[src/rtl/fetch_stage_pkg.sv]
// -----------------------------------------------------------------------------
// fetch_stage_pkg
//   Shared types and constants for the instruction-fetch stage.
//   - FS_DATA_W / BRANCH_DATA_W : widths of the fetch->decode payload and of the
//     branch bundle coming back from decode.
//   - FETCH_RESET_PC            : default address of the first fetch after reset.
//   - fs_state_e                : fetch FSM encoding (2-bit).
//   - fs_data_t / branch_data_t : packed views of the two wide buses.
//   - word_align()              : clears the byte-offset bits of an address.
// -----------------------------------------------------------------------------
package fetch_stage_pkg;

    localparam int          FS_DATA_W       = 64;
    localparam int          BRANCH_DATA_W   = 33;
    localparam logic [31:0] FETCH_RESET_PC  = 32'h8000_0000;
    localparam logic [31:0] PC_STEP         = 32'd4;
    localparam logic [31:0] WORD_ALIGN_MASK = 32'hFFFF_FFFC;

    typedef enum logic [1:0] {
        FS_IDLE = 2'd0,   // first cycle out of reset, nothing issued yet
        FS_REQ  = 2'd1,   // request on the bus, waiting for ready
        FS_WAIT = 2'd2,   // request accepted, waiting for the response word
        FS_HOLD = 2'd3    // word parked in the skid buffer while decode stalls
    } fs_state_e;

    // {instr, pc} as presented to decode
    typedef struct packed {
        logic [31:0] instr;
        logic [31:0] pc;
    } fs_data_t;

    // {branch_addr, branch_control} as driven by decode
    typedef struct packed {
        logic [31:0] addr;
        logic        ctrl;
    } branch_data_t;

    function automatic logic [31:0] word_align(input logic [31:0] addr);
        return addr & WORD_ALIGN_MASK;
    endfunction

endpackage

[src/rtl/fetch_skid_buf.sv]
// -----------------------------------------------------------------------------
// fetch_skid_buf
//   One-entry holding register for a fetched {instr, pc} that arrived while
//   decode was stalled and the fetch/decode register could not take it.
//   Ports:
//     clk, rst_n : clock, asynchronous active-low reset
//     load       : capture din, entry becomes valid
//     drain      : entry has been moved to the fetch/decode register
//     clear      : discard the entry (wrong path after a redirect)
//     din        : {instr, pc} to park
//     valid      : entry holds a word
//     dout       : parked {instr, pc}
//   clear and drain win over load.
// -----------------------------------------------------------------------------
module fetch_skid_buf
    import fetch_stage_pkg::*;
(
    input  logic                 clk,
    input  logic                 rst_n,
    input  logic                 load,
    input  logic                 drain,
    input  logic                 clear,
    input  logic [FS_DATA_W-1:0] din,
    output logic                 valid,
    output logic [FS_DATA_W-1:0] dout
);

    logic                 valid_q, valid_d;
    logic [FS_DATA_W-1:0] data_q,  data_d;

    always_comb begin
        valid_d = valid_q;
        data_d  = data_q;
        if (clear || drain) begin
            valid_d = 1'b0;
        end else if (load) begin
            valid_d = 1'b1;
            data_d  = din;
        end
    end

    always_ff @(posedge clk or negedge rst_n) begin
        if (!rst_n) begin
            valid_q <= 1'b0;
            data_q  <= '0;
        end else begin
            valid_q <= valid_d;
            data_q  <= data_d;
        end
    end

    assign valid = valid_q;
    assign dout  = data_q;

endmodule

[src/rtl/fetch_stage.sv]
// -----------------------------------------------------------------------------
// fetch_stage
//   Instruction-fetch stage. Owns the PC, issues one word fetch at a time over
//   a valid/ready request channel with a separate response-valid channel, and
//   loads the fetch/decode register {instr, pc}. Honours decode's load-use
//   stall and branch redirects; every wrong-path word is discarded.
//   Ports:
//     clk, rst_n       : clock, asynchronous active-low reset
//     ds_branch_data   : {branch_addr[31:0], branch_control} from decode
//     load_use         : decode stall, fetch/decode register must hold
//     imem_req_valid   : fetch request valid
//     imem_req_ready   : memory accepts the request this cycle
//     imem_addr        : word address of the request
//     imem_resp_valid  : response word valid (at most one outstanding)
//     imem_resp_data   : instruction word
//     fs_valid         : fs_ds_reg_data holds a real instruction
//     fs_ds_reg_data   : {instr, pc} to decode
// -----------------------------------------------------------------------------
module fetch_stage
    import fetch_stage_pkg::*;
#(
    parameter logic [31:0] RESET_PC = FETCH_RESET_PC
)
(
    input  logic                     clk,
    input  logic                     rst_n,
    input  logic [BRANCH_DATA_W-1:0] ds_branch_data,
    input  logic                     load_use,
    output logic                     imem_req_valid,
    input  logic                     imem_req_ready,
    output logic [31:0]              imem_addr,
    input  logic                     imem_resp_valid,
    input  logic [31:0]              imem_resp_data,
    output logic                     fs_valid,
    output logic [FS_DATA_W-1:0]     fs_ds_reg_data
);

    fs_state_e    state_q, state_d;
    logic [31:0]  pc_next_q, pc_next_d;
    logic [31:0]  req_pc_q,  req_pc_d;
    logic         kill_q,    kill_d;
    logic         fs_valid_q, fs_valid_d;
    fs_data_t     fs_data_q,  fs_data_d;

    branch_data_t br;
    logic [31:0]  branch_target;
    logic [31:0]  fetch_base;
    logic         consume;
    logic         redirect;
    logic         resp_in_wait;
    logic         enter_req;
    logic         load_resp;
    logic         skid_load;
    logic         skid_drain;
    logic         skid_valid;
    fs_data_t     skid_data;
    fs_data_t     resp_word;

    // Decode's branch/stall inputs only mean something while it holds a valid
    // instruction, so both are gated with fs_valid here.
    assign br            = ds_branch_data;
    assign branch_target = word_align(br.addr);
    assign consume       = fs_valid_q & ~load_use;
    assign redirect      = consume & br.ctrl;

    assign resp_in_wait  = (state_q == FS_WAIT) && imem_resp_valid;
    assign resp_word     = '{instr: imem_resp_data, pc: req_pc_q};

    // A fresh request starts whenever the FSM moves into REQ from elsewhere.
    // If a redirect happens in that same cycle the new request goes straight
    // to the branch target.
    assign enter_req     = (state_d == FS_REQ) && (state_q != FS_REQ);
    assign fetch_base    = redirect ? branch_target : pc_next_q;

    // Word goes straight to decode when the register is free or being consumed;
    // otherwise it is parked. A killed or redirected word goes nowhere.
    assign load_resp  = resp_in_wait && !kill_q && !redirect && (!fs_valid_q || consume);
    assign skid_load  = resp_in_wait && !kill_q && !redirect && fs_valid_q && load_use;
    assign skid_drain = (state_q == FS_HOLD) && !load_use && !redirect && skid_valid;

    fetch_skid_buf u_skid (
        .clk   (clk),
        .rst_n (rst_n),
        .load  (skid_load),
        .drain (skid_drain),
        .clear (redirect),
        .din   (resp_word),
        .valid (skid_valid),
        .dout  (skid_data)
    );

    // ---------------- FSM: state register ----------------
    always_ff @(posedge clk or negedge rst_n) begin
        if (!rst_n) begin
            state_q <= FS_IDLE;
        end else begin
            state_q <= state_d;
        end
    end

    // ---------------- FSM: next state ----------------
    always_comb begin
        state_d = state_q;
        case (state_q)
            FS_IDLE: state_d = FS_REQ;
            FS_REQ: begin
                if (imem_req_ready) begin
                    state_d = FS_WAIT;
                end
            end
            FS_WAIT: begin
                if (imem_resp_valid) begin
                    // Only a word that must be kept while decode stalls parks us in HOLD.
                    if (!kill_q && !redirect && fs_valid_q && load_use) begin
                        state_d = FS_HOLD;
                    end else begin
                        state_d = FS_REQ;
                    end
                end
            end
            FS_HOLD: begin
                // Covers both the normal drain and a redirect (which implies ~load_use).
                if (!load_use) begin
                    state_d = FS_REQ;
                end
            end
            default: state_d = FS_IDLE;
        endcase
    end

    // ---------------- FSM: outputs ----------------
    always_comb begin
        imem_req_valid = (state_q == FS_REQ);
        imem_addr      = req_pc_q;
        fs_valid       = fs_valid_q;
        fs_ds_reg_data = fs_data_q;
    end

    // ---------------- PC, kill flag and fetch/decode register ----------------
    always_comb begin
        pc_next_d  = pc_next_q;
        req_pc_d   = req_pc_q;
        kill_d     = kill_q;
        fs_valid_d = fs_valid_q;
        fs_data_d  = fs_data_q;

        if (enter_req) begin
            req_pc_d  = fetch_base;
            pc_next_d = fetch_base + PC_STEP;
        end else if (redirect) begin
            pc_next_d = branch_target;
        end

        // The response to a request already on the bus cannot be retracted, so a
        // redirect before it returns marks it to be dropped on arrival. A
        // response arriving together with the redirect is dropped directly.
        if (resp_in_wait) begin
            kill_d = 1'b0;
        end else if (redirect && (state_q == FS_REQ || state_q == FS_WAIT)) begin
            kill_d = 1'b1;
        end

        if (redirect) begin
            fs_valid_d = 1'b0;
        end else if (load_resp) begin
            fs_valid_d = 1'b1;
            fs_data_d  = resp_word;
        end else if (skid_drain) begin
            fs_valid_d = 1'b1;
            fs_data_d  = skid_data;
        end else if (consume) begin
            // Data keeps its last value; only the valid bit drops.
            fs_valid_d = 1'b0;
        end
    end

    always_ff @(posedge clk or negedge rst_n) begin
        if (!rst_n) begin
            pc_next_q  <= word_align(RESET_PC);
            req_pc_q   <= '0;
            kill_q     <= 1'b0;
            fs_valid_q <= 1'b0;
            fs_data_q  <= '0;
        end else begin
            pc_next_q  <= pc_next_d;
            req_pc_q   <= req_pc_d;
            kill_q     <= kill_d;
            fs_valid_q <= fs_valid_d;
            fs_data_q  <= fs_data_d;
        end
    end

endmodule

[config.mk]
export PLATFORM = sky130hd
export DESIGN_NAME = fetch_stage
export DESIGN_NICKNAME = d
export VERILOG_FILES = /design/src/rtl/fetch_stage_pkg.sv /design/src/rtl/fetch_skid_buf.sv /design/src/rtl/fetch_stage.sv
export SDC_FILE = /design/constraint.sdc
export NUM_CORES = 1
export LEC_CHECK = 0
export ABC_AREA = 1
export CORE_UTILIZATION = 50
export DETAILED_ROUTE_END_ITERATION = 6
export DONT_BUFFER_PORTS = 1
export GPL_ROUTABILITY_DRIVEN = 1
export PLACE_DENSITY_LB_ADDON = 0.12
export SLEW_MARGIN = 15
export SYNTH_ARGS = -nofsm -noshare
export SYNTH_HDL_FRONTEND = slang
export SYNTH_HIERARCHICAL = 1
export SYNTH_SLANG_ARGS = --single-unit
export TNS_END_PERCENT = 10
[constraint.sdc]
create_clock -name clk -period 2 [get_ports clk]
set_input_delay 0.1 -clock clk [delete_from_list [all_inputs] [get_ports clk]]
set_output_delay 0.1 -clock clk [all_outputs]
set_load 0.05 [all_outputs]
After elaboration in Yosys (flattened, before gate mapping)
Index checks and enable logic that the tools add are counted.
{"block": "word_totals", "reg_bits": 197, "inputBits": 70, "out_inout_bits": 98, "elab_cells": 65}
{"block": "op_classes", "n_addsub": 1, "eq_ne": 5, "muxes": 17, "bitwise": 5, "n_reduce_logical": 28}
{"operator": "64-bit 2-to-1 mux", "n": 2}
{"operator": "32-bit 2-to-1 mux", "n": 2}
{"operator": "32-bit by 3-bit adder with 32-bit output, second input constant", "n": 1}
{"operator": "1-bit logical AND", "n": 14}
{"operator": "1-bit 2-to-1 mux", "n": 8}
{"operator": "2-bit 2-to-1 mux", "n": 4}
{"operator": "2-bit case mux with 4 select lines", "n": 1}
{"operator": "2-bit nonzero test", "n": 3}
{"operator": "2-bit by 1-bit == test with 1-bit output, second input constant", "n": 2}
{"operator": "2-bit == test, second input constant", "n": 2}
{"operator": "1-bit logical NOT", "n": 4}
{"operator": "2-bit AND reduction", "n": 2}
{"operator": "4-bit nonzero test", "n": 1}
{"operator": "1-bit logical OR", "n": 3}
{"operator": "1-bit NOT", "n": 3}
{"operator": "1-bit AND", "n": 2}
{"operator": "2-bit logical NOT", "n": 1}
{"operator": "2-bit by 1-bit inequality test with 1-bit output, second input constant", "n": 1}

Depth between registers and ports, before layout
Gate-level depths: netlist of run 1.
{"block": "logic_depth", "ltp_word": 13, "depth_mapped": 16, "mapped_depth_nobuf": 14}

Hierarchy
The synthesis of run 1 kept the hierarchy.
{"module": "fetch_stage", "instances": 1, "cells_per_inst": 820, "area_each_um2": 6877.8, "seq_area_each_um2": 3304.4}
{"module": "fetch_skid_buf", "instances": 1, "cells_per_inst": 282, "area_each_um2": 2616.3, "seq_area_each_um2": 1626.6}

Worst setup path after synthesis of run 1
Ideal clock, no wire load.
{"block": "synth_timing", "path_type": "register -> register", "from": "reg fs_valid_q, in the netlist fs_valid", "to": "reg pc_next_q[12]", "setup_ps": 118, "arrival_ps": 2220, "required_time_ps": 1882, "slack_ps": -338, "path_stages_with_launch": 16, "path_buffers": 2, "period_less_slack_ps": 2338, "cell_sequence": "dfrtp_1 -> buf_4 -> nand2_4 -> nor2_4 -> buf_6 -> nand2_1 -> o21ai_0 -> inv_1 -> ha_1 -> nand2_2 -> nor2_2 -> nand2_1 -> nor2_2 -> nand2_1 -> xor2_1 -> inv_1"}
{"block": "synth_via", "word_cells_on_any_way": 14, "cone_classes": "add/sub (1); eq/ne (1); mux (5); bitwise (2); reduce/logical (5)"}
{"element": "from (decl)", "line": "fetch_stage.sv:42", "rtl": "logic fs_valid_q, fs_valid_d;"}
{"element": "from (signal assigned)", "line": "fetch_stage.sv:188", "rtl": "fs_valid_q <= fs_valid_d;"}
{"element": "1-bit AND", "line": "fetch_stage.sv:63", "rtl": "assign consume = fs_valid_q & ~load_use;"}
{"element": "1-bit AND", "line": "fetch_stage.sv:64", "rtl": "assign redirect = consume & br.ctrl;"}
{"element": "32-bit 2-to-1 mux"}
{"element": "via fetch_base[2]", "line": "fetch_stage.sv:47", "rtl": "logic [31:0] fetch_base;"}
{"element": "32-bit by 3-bit adder with 32-bit output", "line": "fetch_stage.sv:149", "rtl": "pc_next_d = fetch_base + PC_STEP;"}
{"element": "32-bit 2-to-1 mux", "line": "fetch_stage.sv:147", "rtl": "if (enter_req) begin"}
{"element": "via pc_next_d[12]", "line": "fetch_stage.sv:39", "rtl": "logic [31:0] pc_next_q, pc_next_d;"}
{"element": "to (signal assigned)", "line": "fetch_stage.sv:179", "rtl": "pc_next_q <= word_align(RESET_PC);"}
{"element": "to (signal assigned)", "line": "fetch_stage.sv:185", "rtl": "pc_next_q <= pc_next_d;"}
{"element": "to (decl)", "line": "fetch_stage.sv:39"}
The timed path passes the listed nets, and every way through them passes these cells.
A chain may end at the register's enable or synchronous reset.

Final worst setup path of run 1
{"block": "layout_timing", "from": "reg fs_valid_q, in the netlist fs_valid", "to": "reg pc_next_q[16]"}
The elaborated chain is that of the path after synthesis.

==> metrics, run 1 <==
Detailed Route Iter0 Violations 428; gp weighted congestion between 0.8 and 0.9; Least-Margin Pin Slew 0.661 ns; worst hold slack -0.644 ns; synthesized area per cell approximately 8.6 µm²; sequential share of power 41.8%; Pre-Repair DR Iteration Count 5; layout cell share with drive strength beyond 1 19.3%; post-synthesis simple-gate area fraction 26.0%; Post-DP Area 0.0102 mm²; Critical Path RT 2.37 ns; CP Data Arrival Time 2.44 ns; mux cell area share after synthesis 6.54%; vias in the first global route slightly above 7000; final layout net count between 1000 and 1500; Final Hold Vio Count about 200; RSZ-0062 raised after global routing yes; die area between 0.015 and 0.02 mm²; most common cell after layout, fill and taps aside nand2_1; Netlist cell types 38; Startpoint Class register; critical path type register to register; design area 0.0117 mm²; Top FF cell, synth dfrtp_1; pre-CTS WS -0.0313 ns; Area Overhead vs Synth 23.4%; vias 7541; internal power between 8 and 9 mW; maxcap violations 0; Ant. Diodes 0; FF-to-FF Start fs_valid; combinational share of power 34.0%; Post-DRT Antenna Nets 0; IO Pins 168; final setup margin -0.0660 ns; Top Metal Used met4; Synth Area in Adders 0.791%; Die Height roughly 140 µm; number of remaining DRC errors 0; global-route wire length before repair 37500 µm; Synth Instances 1102; Synth Area in Compound Gates 6.34%; Fmax 484 MHz; post-route clock period utilization 103%; CTS Sinks about 200; skew final 0.0115 ns; status finished, violations left; initial core utilization 50.9%; Tmin final 2.07 ns; H-Tree Depth 4; leading cell types in the layout, fill and taps excluded nand2_1 (360), dfrtp_1 (195), o21ai_0 (90); TritonCTS Buffers 17; xor/xnor share of the synthesized area 1.29%; largest family of logic cells by synthesized area simple AND/OR/NAND/NOR gates; std cell rows 50; CP Max Fanout 7; fin util around 63%; Post-DP HPWL 15400 µm; DR WL/cell between 15 and 20 µm; grt total ovfl 0; Clk Latency, worst-skew pair 0.43 ns; clk slew on worst S/H paths about 0.08 ns; clk buf depth 2; leak pwr 6.22 nW; Yosys warnings 6; reg2reg path depth 14; largest net degree at the start of global routing 198; Switching Fraction 41.1%; Die W 140 µm; Clk pwr share between 20% and 30%; final setup fails 1; wire length on met3 1450 µm; core box area between 0.015 and 0.02 mm²; relative slew slack 56.0%; met1 wire length around 11000 µm; Setup TNS -0.0660 ns; Seq cells post-synth just under 200; count of input and output buffers 0; CP endpoint kind register; failing checks negative hold slack, negative setup slack; mapped cell area 0.00949 mm²; max-slew violations 0; clk root buf clkbuf_16; total wire length 23700 µm; met2 WL ~11000 µm; maximum VDD drop ~0.00067 V; Synthesized Nets 1178; EDFF count, synth 0; DR vias/cell 5.20; post-synthesis sequential area ratio 51.9%; Worst Setup SP fs_valid; Pwr Density 1180 mW/mm²; Synth async-reset ratio 100%; GRT Resource Usage Total 24.2%; TritonCTS clock tree done; NetSw 5.67 mW; initial antenna violation count 0; HP Class primary input to asynchronous set/reset pin
metal layers:
layer  global-route usage (%)  vias to the layer above
met1                     34.0                     3553
li1                         -                     3747
met2                     37.2                      207
met5                        0                        -
met4                     7.81                        0
met3                     5.37                       34
cells in the mapped netlist (12+ instances only):
library cell,count,share of area (%)
nand2_1,390,15
dfrtp_1,196,52
o21ai_0,95,5.0
nand3_1,86,4.5
inv_1,70,2.8
mux2i_1,62,6.5
nor2_1,40,1.6
buf_2,24,1.3
nand4_1,18,1.2
clkbuf_1,14,0.55
xor2_1,13,1.2
buf_6,12,1.4
sequential cells by signal (all words and copies together), names as in the netlist:
| name | flops |
|---|---|
| pc_next_q | 32 |
| imem_addr | 32 |
| kill_q | 1 |
| u_skid/valid | 1 |
| state_q | 2 |
| u_skid/dout | 64 |
| fs_ds_reg_data | 64 |
| fs_valid | 1 |
metrics by stage:
| stage | cells | hold slack (ns) | total power, mW |
|---|---|---|---|
| final | 1450 | -0.644 | 13.8 |
| after global placement | 1349 | -0.191 | 9.76 |
| after detailed placement | 1349 | -0.191 | 9.80 |
| after floorplan | 1102 | -0.196 | 8.33 |
| after CTS | 1430 | -0.661 | 13.3 |
| after global routing | 1450 | -0.666 | 14.5 |
critical path: stages, from the launching register on:
cell and delay [ns]:
dfrtp_2 0.40, nand2_4 0.06, nor2_4 0.27, buf_6 0.14, o21ai_2 0.05, inv_2 0.07, ha_4 0.13, nand2_2 0.09
nor2_4 0.13, nand2_2 0.07, nor2_4 0.17, nand2_2 0.10, o21ai_1 0.14, nand2_1 0.09, inv_1 0.08
worst paths after layout:
kind                                           end  slack [ns]
worst max-delay path                 pc_next_q[16]       -0.07
min in group clk                     pc_next_q[27]           0
worst min register to register     u_skid/dout[55]        0.47
worst min-delay path            fs_ds_reg_data[55]       -0.64
max in group asynchronous            pc_next_q[31]        2.22
worst max register to register       pc_next_q[16]       -0.07
cells by family (layout without fill, tap and decap cells):
| family | after synthesis | after routing |
|---|---|---|
| muxes | 62 | 62 |
| AOI/OAI and AO/OA | 116 | 116 |
| buffers and inverters | 137 | 250 |
| xor gates and xnor gates | 14 | 14 |
| DFF | 197 | 197 |
| adders and majority gates | 6 | 6 |
| and+or+nand+nor | 570 | 571 |
area by class of cell:
type                    count  area (µm²)
clock buffers              18         429
clock inverters            14         136
fillers                  1605        6930
inverters                  78         297
multi-input cells         769        4190
flip-flops and latches    197        4930
well taps                 234         293
repair buffers            140        1430
power groups by stage:
stage               clock network, mW  registers, mW  logic (mW)
floorplan                           0           5.93        2.40
global placement                    0           5.83        3.93
detailed placement                  0           5.84        3.96
CTS                              3.41           5.77        4.10
global route                     3.55           5.83        5.14
finish                           3.34           5.77        4.70
timing repair:
item / CTS / global route
pin swaps: 1 / 26
endpoints found under the setup margin: 28 / 121
gates cloned: 0 / 7
gates resized for setup: 6 / 80
buffers inserted: 0 / 12
endpoints found under the hold margin: 282 / 198
hold buffers: 49 / 1
(Power assumes the default switching activity.)
==> inputs of run 2 (changes only) <==
--- a/config.mk
+++ b/config.mk
@@ -6,11 +6,12 @@
 export NUM_CORES = 1
 export LEC_CHECK = 0
 export ABC_AREA = 1
-export CORE_UTILIZATION = 50
+export CORE_UTILIZATION = 40
 export DETAILED_ROUTE_END_ITERATION = 6
 export DONT_BUFFER_PORTS = 1
 export GPL_ROUTABILITY_DRIVEN = 1
 export PLACE_DENSITY_LB_ADDON = 0.12
+export RECOVER_POWER = 50
 export SLEW_MARGIN = 15
 export SYNTH_ARGS = -nofsm -noshare
 export SYNTH_HDL_FRONTEND = slang
==> metrics, run 2 (synthesis results as in run 1) <==
IO Pins 168 (unchanged); Slowest cell on crit path dfrtp_2 (unchanged); leak pwr 6.37 nW (was 6.22 nW); CP peak stage delay 0.44 ns (was 0.40 ns); final setup fails 0 (was 1); failing checks negative hold slack (was negative hold slack, negative setup slack); Finished Layout Cells 1555 (was 1450); die area 0.0244 mm² (was 0.0195 mm²); Ant. Diodes 0 (unchanged); pre-CTS WS -0.0549 ns (was -0.0313 ns); std cell rows 56 (was 50); H-Tree Depth 4 (unchanged); DR vias/cell 4.85 (was 5.20); initial antenna violation count 0 (unchanged); Fmax 508 MHz (was 484 MHz); Global Route met3 Usage 5.50% (was 5.37%); relative slew slack 46.4% (was 56.0%); largest net degree at the start of global routing 198 (unchanged); DR WL/cell 16.5 µm (was 16.3 µm); Post-Place Cells 1452 (was 1349); final setup margin 0.0297 ns (was -0.0660 ns); Die W 156 µm (was 140 µm); fin util 51.7% (was 62.8%); worst hold slack -0.649 ns (was -0.644 ns); number of remaining DRC errors 0 (unchanged); GRT Resource Usage Total 20.9% (was 24.2%); M1 GR Usage 29.0% (was 34.0%); most common cell after layout, fill and taps aside nand2_1 (unchanged); Post-DP HPWL 17100 µm (was 15400 µm); Fill cells 2236 (was 1605); Startpoint Class register (unchanged); Area Overhead vs Synth 27.5% (was 23.4%); Tmin final 1.97 ns (was 2.07 ns); critical path type register to register (unchanged); clk root buf clkbuf_16 (unchanged); status finished, violations left (unchanged); count of input and output buffers 0 (unchanged); vias 7548 (was 7541); Post-DRT Antenna Nets 0 (unchanged); leading cell types in the layout, fill and taps excluded nand2_1 (359), dfrtp_1 (195), o21ai_0 (85) (was nand2_1 (360), dfrtp_1 (195), o21ai_0 (90)); core box area 0.0234 mm² (was 0.0186 mm²); clk buf depth 2 (unchanged); initial core utilization 40.6% (was 50.9%); CTS Sinks 197 (unchanged); FF-to-FF Start fs_valid (unchanged); clk slew on worst S/H paths 0.08 ns (about the same); skew final 0.0129 ns (was 0.0115 ns); Critical Path RT 2.37 ns (about the same); layout cell share with drive strength beyond 1 20.6% (was 19.3%); TritonCTS Buffers 17 (unchanged); Worst Setup SP fs_valid (unchanged); TritonCTS clock tree done (unchanged); CP Max Fanout 8 (was 7); Die Height 156 µm (was 140 µm); worst-path cell chain nand2_4, nor2_4, buf_12, nand2_4, nand2_4, buf_4, nand2_2, nor2_4, nand2_4, nor2_4, nand2_2, nor2_2, nand3_1, nand2_1 (was nand2_4, nor2_4, buf_6, o21ai_2, inv_2, ha_4, nand2_2, nor2_4, nand2_2, nor2_4, nand2_2, o21ai_1, nand2_1, inv_1); CP endpoint kind register (unchanged); post-route clock period utilization 98.5% (was 103%); Detailed Route Iter0 Violations 476 (was 428); Most Used Layer, Global Route met2 (unchanged); met2 Use GR 32.4% (was 37.2%); HP Class primary input to asynchronous set/reset pin (unchanged); maximum VDD drop 0.000580 V (was 0.000673 V); gp weighted congestion 0.893 (was 0.863); global-route wire length before repair 39700 µm (was 37500 µm); Final Hold Vio Count 197 (unchanged); vias in the first global route 7298 (was 7140); Pwr Density 1200 mW/mm² (was 1180 mW/mm²); max-slew violations 0 (unchanged); total wire length 25600 µm (was 23700 µm); grt total ovfl 0 (unchanged); RSZ-0062 raised after global routing yes (unchanged); Pre-Repair DR Iteration Count 4 (was 5); maxcap violations 0 (unchanged); Clk Latency, worst-skew pair 0.43 ns (about the same); Least-Margin Pin Slew 0.803 ns (was 0.661 ns); cell mode on critical path nand2_4; CP Data Arrival Time 2.34 ns (was 2.44 ns); final layout net count 1299 (was 1279)
==> run 2: changes by cell type in the layout (fill, tap and decap cells not counted), sizes merged <==
cell | before | now
inv | 86 | 85
bufinv | 0 | 2
nand3 | 88 | 87
clkbuf | 22 | 25
dlygate4sd3 | 50 | 49
clkinv | 4 | 5
clkinvlp | 2 | 0
buf | 86 | 105
==> run 2: timing repair <==
item	4_1_cts	5_1_grt
resized for setup	9	90
pin swaps	1	31
endpoints found under the setup margin	38	189
setup buffers	0	17
gates cloned	0	5
hold endpoints to repair	278	198
hold buffers	48	1
==> run 2: area by class of cell <==
type | count | area, µm² | area share, %
tap | 319 | 399 | 3.30
clock inverter | 14 | 185 | 1.53
clock buffer | 18 | 429 | 3.54
timing repair buffer | 161 | 1650 | 13.7
sequential | 197 | 4930 | 40.7
multi-input combinational | 768 | 4210 | 34.7
inverter | 78 | 300 | 2.48
==> run 2: path summary, 6_finish.rpt <==
check | to | slack, ns | depth (start not counted)
worst max-delay path | pc_next_q[19] | 0.03 | 14
worst min-delay path | fs_ds_reg_data[56] | -0.65 | 0
worst max register to register | pc_next_q[19] | 0.03 | 14
worst min register to register | u_skid/dout[16] | 0.47 | 2
max in group asynchronous | pc_next_q[31] | 2.35 | 0
min in group clk | pc_next_q[17] | 0.01 | 5
==> run 2: metrics by stage <==
step           area, µm²  power [mW]  setup TNS [ns]
4_1_cts            11600        13.8        -0.00806
5_1_grt            12100        15.4           -1.59
3_5_place_dp       10400        10.1          -0.367
2_1_floorplan       9520        8.33          -0.362
3_3_place_gp       10400        10.0               0
6_report           12100        14.5               0
==> run 2: worst max-delay path: cells and delay by family (launching register included) <==
kind          cells  cell delay, ns
flops             1            0.44
buf+inv           2            0.26
simple gates     12            1.19
==> run 2: layer usage <==
| metal | share of wire (%) | routed length (µm) | vias to the layer above |
|---|---|---|---|
| li1 | - | - | 3787 |
| met4 | 0.95 | 244 | 0 |
| met3 | 6.0 | 1530 | 16 |
| met5 | 0 | 0 | - |
| met2 | 46 | 11700 | 171 |
| met1 | 47 | 12100 | 3574 |
==> run 2: power breakdown <==
group / switching (mW) / total, mW / internal, mW
Clock: 1.69 / 3.60 / 1.92
Sequential: 1.48 / 6.05 / 4.57
Combinational: 2.71 / 4.85 / 2.14
Total: 5.88 / 14.5 / 8.63
==> inputs of run 3 (changes only) <==
--- a/config.mk
+++ b/config.mk
@@ -15,6 +15,5 @@
 export SLEW_MARGIN = 15
 export SYNTH_ARGS = -nofsm -noshare
 export SYNTH_HDL_FRONTEND = slang
-export SYNTH_HIERARCHICAL = 1
 export SYNTH_SLANG_ARGS = --single-unit
 export TNS_END_PERCENT = 10
==> metrics, run 3 <==
synthesized area per cell 8.02 µm² (was 8.62 µm²); CP Max Fanout 5 (was 8); final setup fails 1 (was 0); Synth async-reset ratio 100% (unchanged); clk root buf clkbuf_16 (unchanged); Worst Setup SP state_q[1] (was fs_valid); final layout net count 1347 (was 1299); Pre-Repair DR Iteration Count 6 (was 4); std cell rows 55 (was 56); Die W 155 µm (was 156 µm); DR vias/cell 4.69 (was 4.85); initial antenna violation count 0 (unchanged); clk slew on worst S/H paths 0.08 ns (about the same); leak pwr 5.83 nW (was 6.37 nW); terminus of the critical flop-to-flop path pc_next_q[16] (was pc_next_q[19]); Final Hold Vio Count 197 (unchanged); Clk Latency, worst-skew pair 0.43 ns (about the same); Seq cells post-synth 197 (unchanged); HP Class primary input to asynchronous set/reset pin (unchanged); clk buf depth 2 (unchanged); Fill cells 2272 (was 2236); FF-to-FF Start state_q[1] (was fs_valid); post-synth top area cell dfrtp_1 (unchanged); DR WL/cell 14.5 µm (was 16.5 µm); Post-Place Cells 1509 (was 1452); Synthesized Nets 1251 (was 1178); status finished, violations left (unchanged); vias in the first global route 6950 (was 7298); mapped cell area 0.00942 mm² (was 0.00949 mm²); Pwr Density 1510 mW/mm² (was 1200 mW/mm²); initial core utilization 41.2% (was 40.6%); Post-DP HPWL 16000 µm (was 17100 µm); total wire length 23200 µm (was 25600 µm); RSZ-0062 raised after global routing yes (unchanged); number of remaining DRC errors 0 (unchanged); Post-DP Area 0.0103 mm² (was 0.0104 mm²); Finished Layout Cells 1596 (was 1555); global-route wire length before repair 37800 µm (was 39700 µm); Ant. Diodes 0 (unchanged); area used by multi-input combinational logic 0.00378 mm² (was 0.00421 mm²); Area Overhead vs Synth 22.4% (was 27.5%); Netlist cell types 34 (was 38); failing checks negative hold slack, negative setup slack (was negative hold slack); register area 0.00493 mm² (unchanged); met1 wire length 11300 µm (was 12100 µm); post-route clock period utilization 100% (was 98.5%); Post-CTS Hold Buffers 48 (unchanged); die area 0.0242 mm² (was 0.0244 mm²); Yosys warnings 0 (was 6); Top FF cell, synth dfrtp_1 (unchanged); design area 0.0115 mm² (was 0.0121 mm²); maximum VDD drop 0.000572 V (was 0.000580 V); CP endpoint kind register (unchanged); relative slew slack 57.1% (was 46.4%); Startpoint Class register (unchanged); met2 WL 10400 µm (was 11700 µm); Area contributors post-synth dfrtp_1 (52%), nand2_1 (12%), o21ai_0 (8.8%) (was dfrtp_1 (52%), nand2_1 (15%), mux2i_1 (6.5%)); reg2reg path depth 13 (was 14); vias 7493 (was 7548); R2R setup slack -0.003 ns (was 0.03 ns); post-synth top area share 52.1% (was 51.7%); Top Metal Used met4 (unchanged); TritonCTS Buffers 17 (unchanged); core box area 0.0228 mm² (was 0.0234 mm²); wire length on met3 1310 µm (was 1530 µm); critical path type register to register (unchanged); synth cell count leaders nand2_1 (313), dfrtp_1 (196), o21ai_0 (166) (was nand2_1 (390), dfrtp_1 (196), o21ai_0 (95)); Tmin final 2.00 ns (was 1.97 ns); Post-DRT Antenna Nets 0 (unchanged); TritonCTS clock tree done (unchanged); top-count cell post-synth nand2_1 (unchanged); largest net degree at the start of global routing 198 (unchanged); GRT Resource Usage Total 19.9% (was 20.9%); count of input and output buffers 0 (unchanged); layout cell share with drive strength beyond 1 16.0% (was 20.6%); gp weighted congestion 0.825 (was 0.893); H-Tree Depth 4 (unchanged); IO Pins 168 (unchanged); leading cell types in the layout, fill and taps excluded nand2_1 (304), dfrtp_1 (195), o21ai_0 (165) (was nand2_1 (359), dfrtp_1 (195), o21ai_0 (85)); Die Height 155 µm (was 156 µm); final setup margin -0.00330 ns (was 0.0297 ns); Detailed Route Iter0 Violations 589 (was 476); Synth Instances 1175 (was 1102); Critical Path RT 2.37 ns (about the same); Least-Margin Pin Slew 0.643 ns (was 0.803 ns); post-synthesis sequential area ratio 52.3% (was 51.9%); Fmax 499 MHz (was 508 MHz); CP Data Arrival Time 2.37 ns (was 2.34 ns); EDFF count, synth 0 (unchanged); most common cell after layout, fill and taps aside nand2_1 (unchanged); CTS Sinks 197 (unchanged); worst hold slack -0.639 ns (was -0.649 ns); grt total ovfl 0 (unchanged); maxcap violations 0 (unchanged); max-slew violations 0 (unchanged); skew final 0.0124 ns (was 0.0129 ns)
## run 3: cell types whose count changed in the layout (fill, tap and decap cells not counted), sizes merged, moves of 3 or more
cell	before	now
inv	85	158
o21ai	106	173
a21oi	3	68
nand2	404	341
mux2i	62	0
nand3	87	26
nor2	56	117
buf	105	87
clkbuf	25	18
a31oi	4	1
clkinvlp	0	3
## run 3: worst max-delay path by stage
stage / endpoint / slack, ns / depth (start not counted)
global route: pc_next_q[16] / -0.14 / 13
finish: pc_next_q[16] / -0.003 / 13
global placement: imem_addr[17] / 0.003 / 12
floorplan: pc_next_q[16] / -0.007 / 14
CTS: pc_next_q[16] / -0.02 / 12
detailed placement: imem_addr[24] / -0.05 / 12
## run 3: logic make-up after synthesis
logic type | after synthesis | share of synthesized area (%)
buf+inv | 209 | 9.04
xor+xnor | 13 | 1.21
flops | 197 | 52.3
fa+ha+maj | 6 | 0.797
compound gates | 245 | 13.1
simple gates | 505 | 23.5
## run 3: critical path, stage by stage, from the launching register on
cell      delay (ns)
dfrtp_1         0.43
inv_2           0.10
ha_4            0.15
inv_1           0.04
o21bai_1        0.11
nand2_1         0.13
a21oi_4         0.24
buf_6           0.13
nand3_2         0.10
nor2_4          0.15
buf_4           0.13
buf_4           0.09
nand4_1         0.06
nand2_1         0.08
## run 3: what timing repair did
action	CTS	global route
hold endpoints to repair	280	197
pin swaps	2	6
endpoints found under the setup margin	46	113
setup buffers	1	7
gates resized for setup	3	26
## run 3: final cells by class
type	instances	area share, %
clock buffer	17	3.69
clock inverter	14	1.19
inverter	150	4.91
multi-input combinational	769	32.8
sequential	197	42.8
tap	313	3.40
timing repair buffer	136	11.2
## run 3: routing by layer
| layer | up-vias | GRT usage (%) |
|---|---|---|
| met5 | - | 0 |
| met4 | 0 | 4.90 |
| met3 | 14 | 4.96 |
| met2 | 169 | 29.9 |
| met1 | 3438 | 28.8 |
| li1 | 3872 | - |
## run 3: stage by stage
| step | hold slack, ns | total power [mW] | utilization (%) | TNS, ns | setup WS, ns |
|---|---|---|---|---|---|
| 2_1_floorplan | -0.196 | 11.6 | - | -0.0118 | -0.00730 |
| 3_3_place_gp | -0.191 | 13.9 | 45.2 | 0 | 0.00274 |
| 3_5_place_dp | -0.190 | 13.9 | 45.2 | -0.788 | -0.0533 |
| 4_1_cts | -0.658 | 17.5 | 49.9 | -0.0244 | -0.0244 |
| 5_1_grt | -0.673 | 18.7 | 50.5 | -3.23 | -0.140 |
| 6_report | -0.639 | 17.5 | 50.5 | -0.00330 | -0.00330 |
## run 3: power breakdown
group / total [mW] / internal (mW) / switching [mW]
Combinational: 5.94 / 2.52 / 3.42
Clock: 3.31 / 1.66 / 1.65
Sequential: 8.21 / 5.06 / 3.15
Total: 17.5 / 9.24 / 8.21
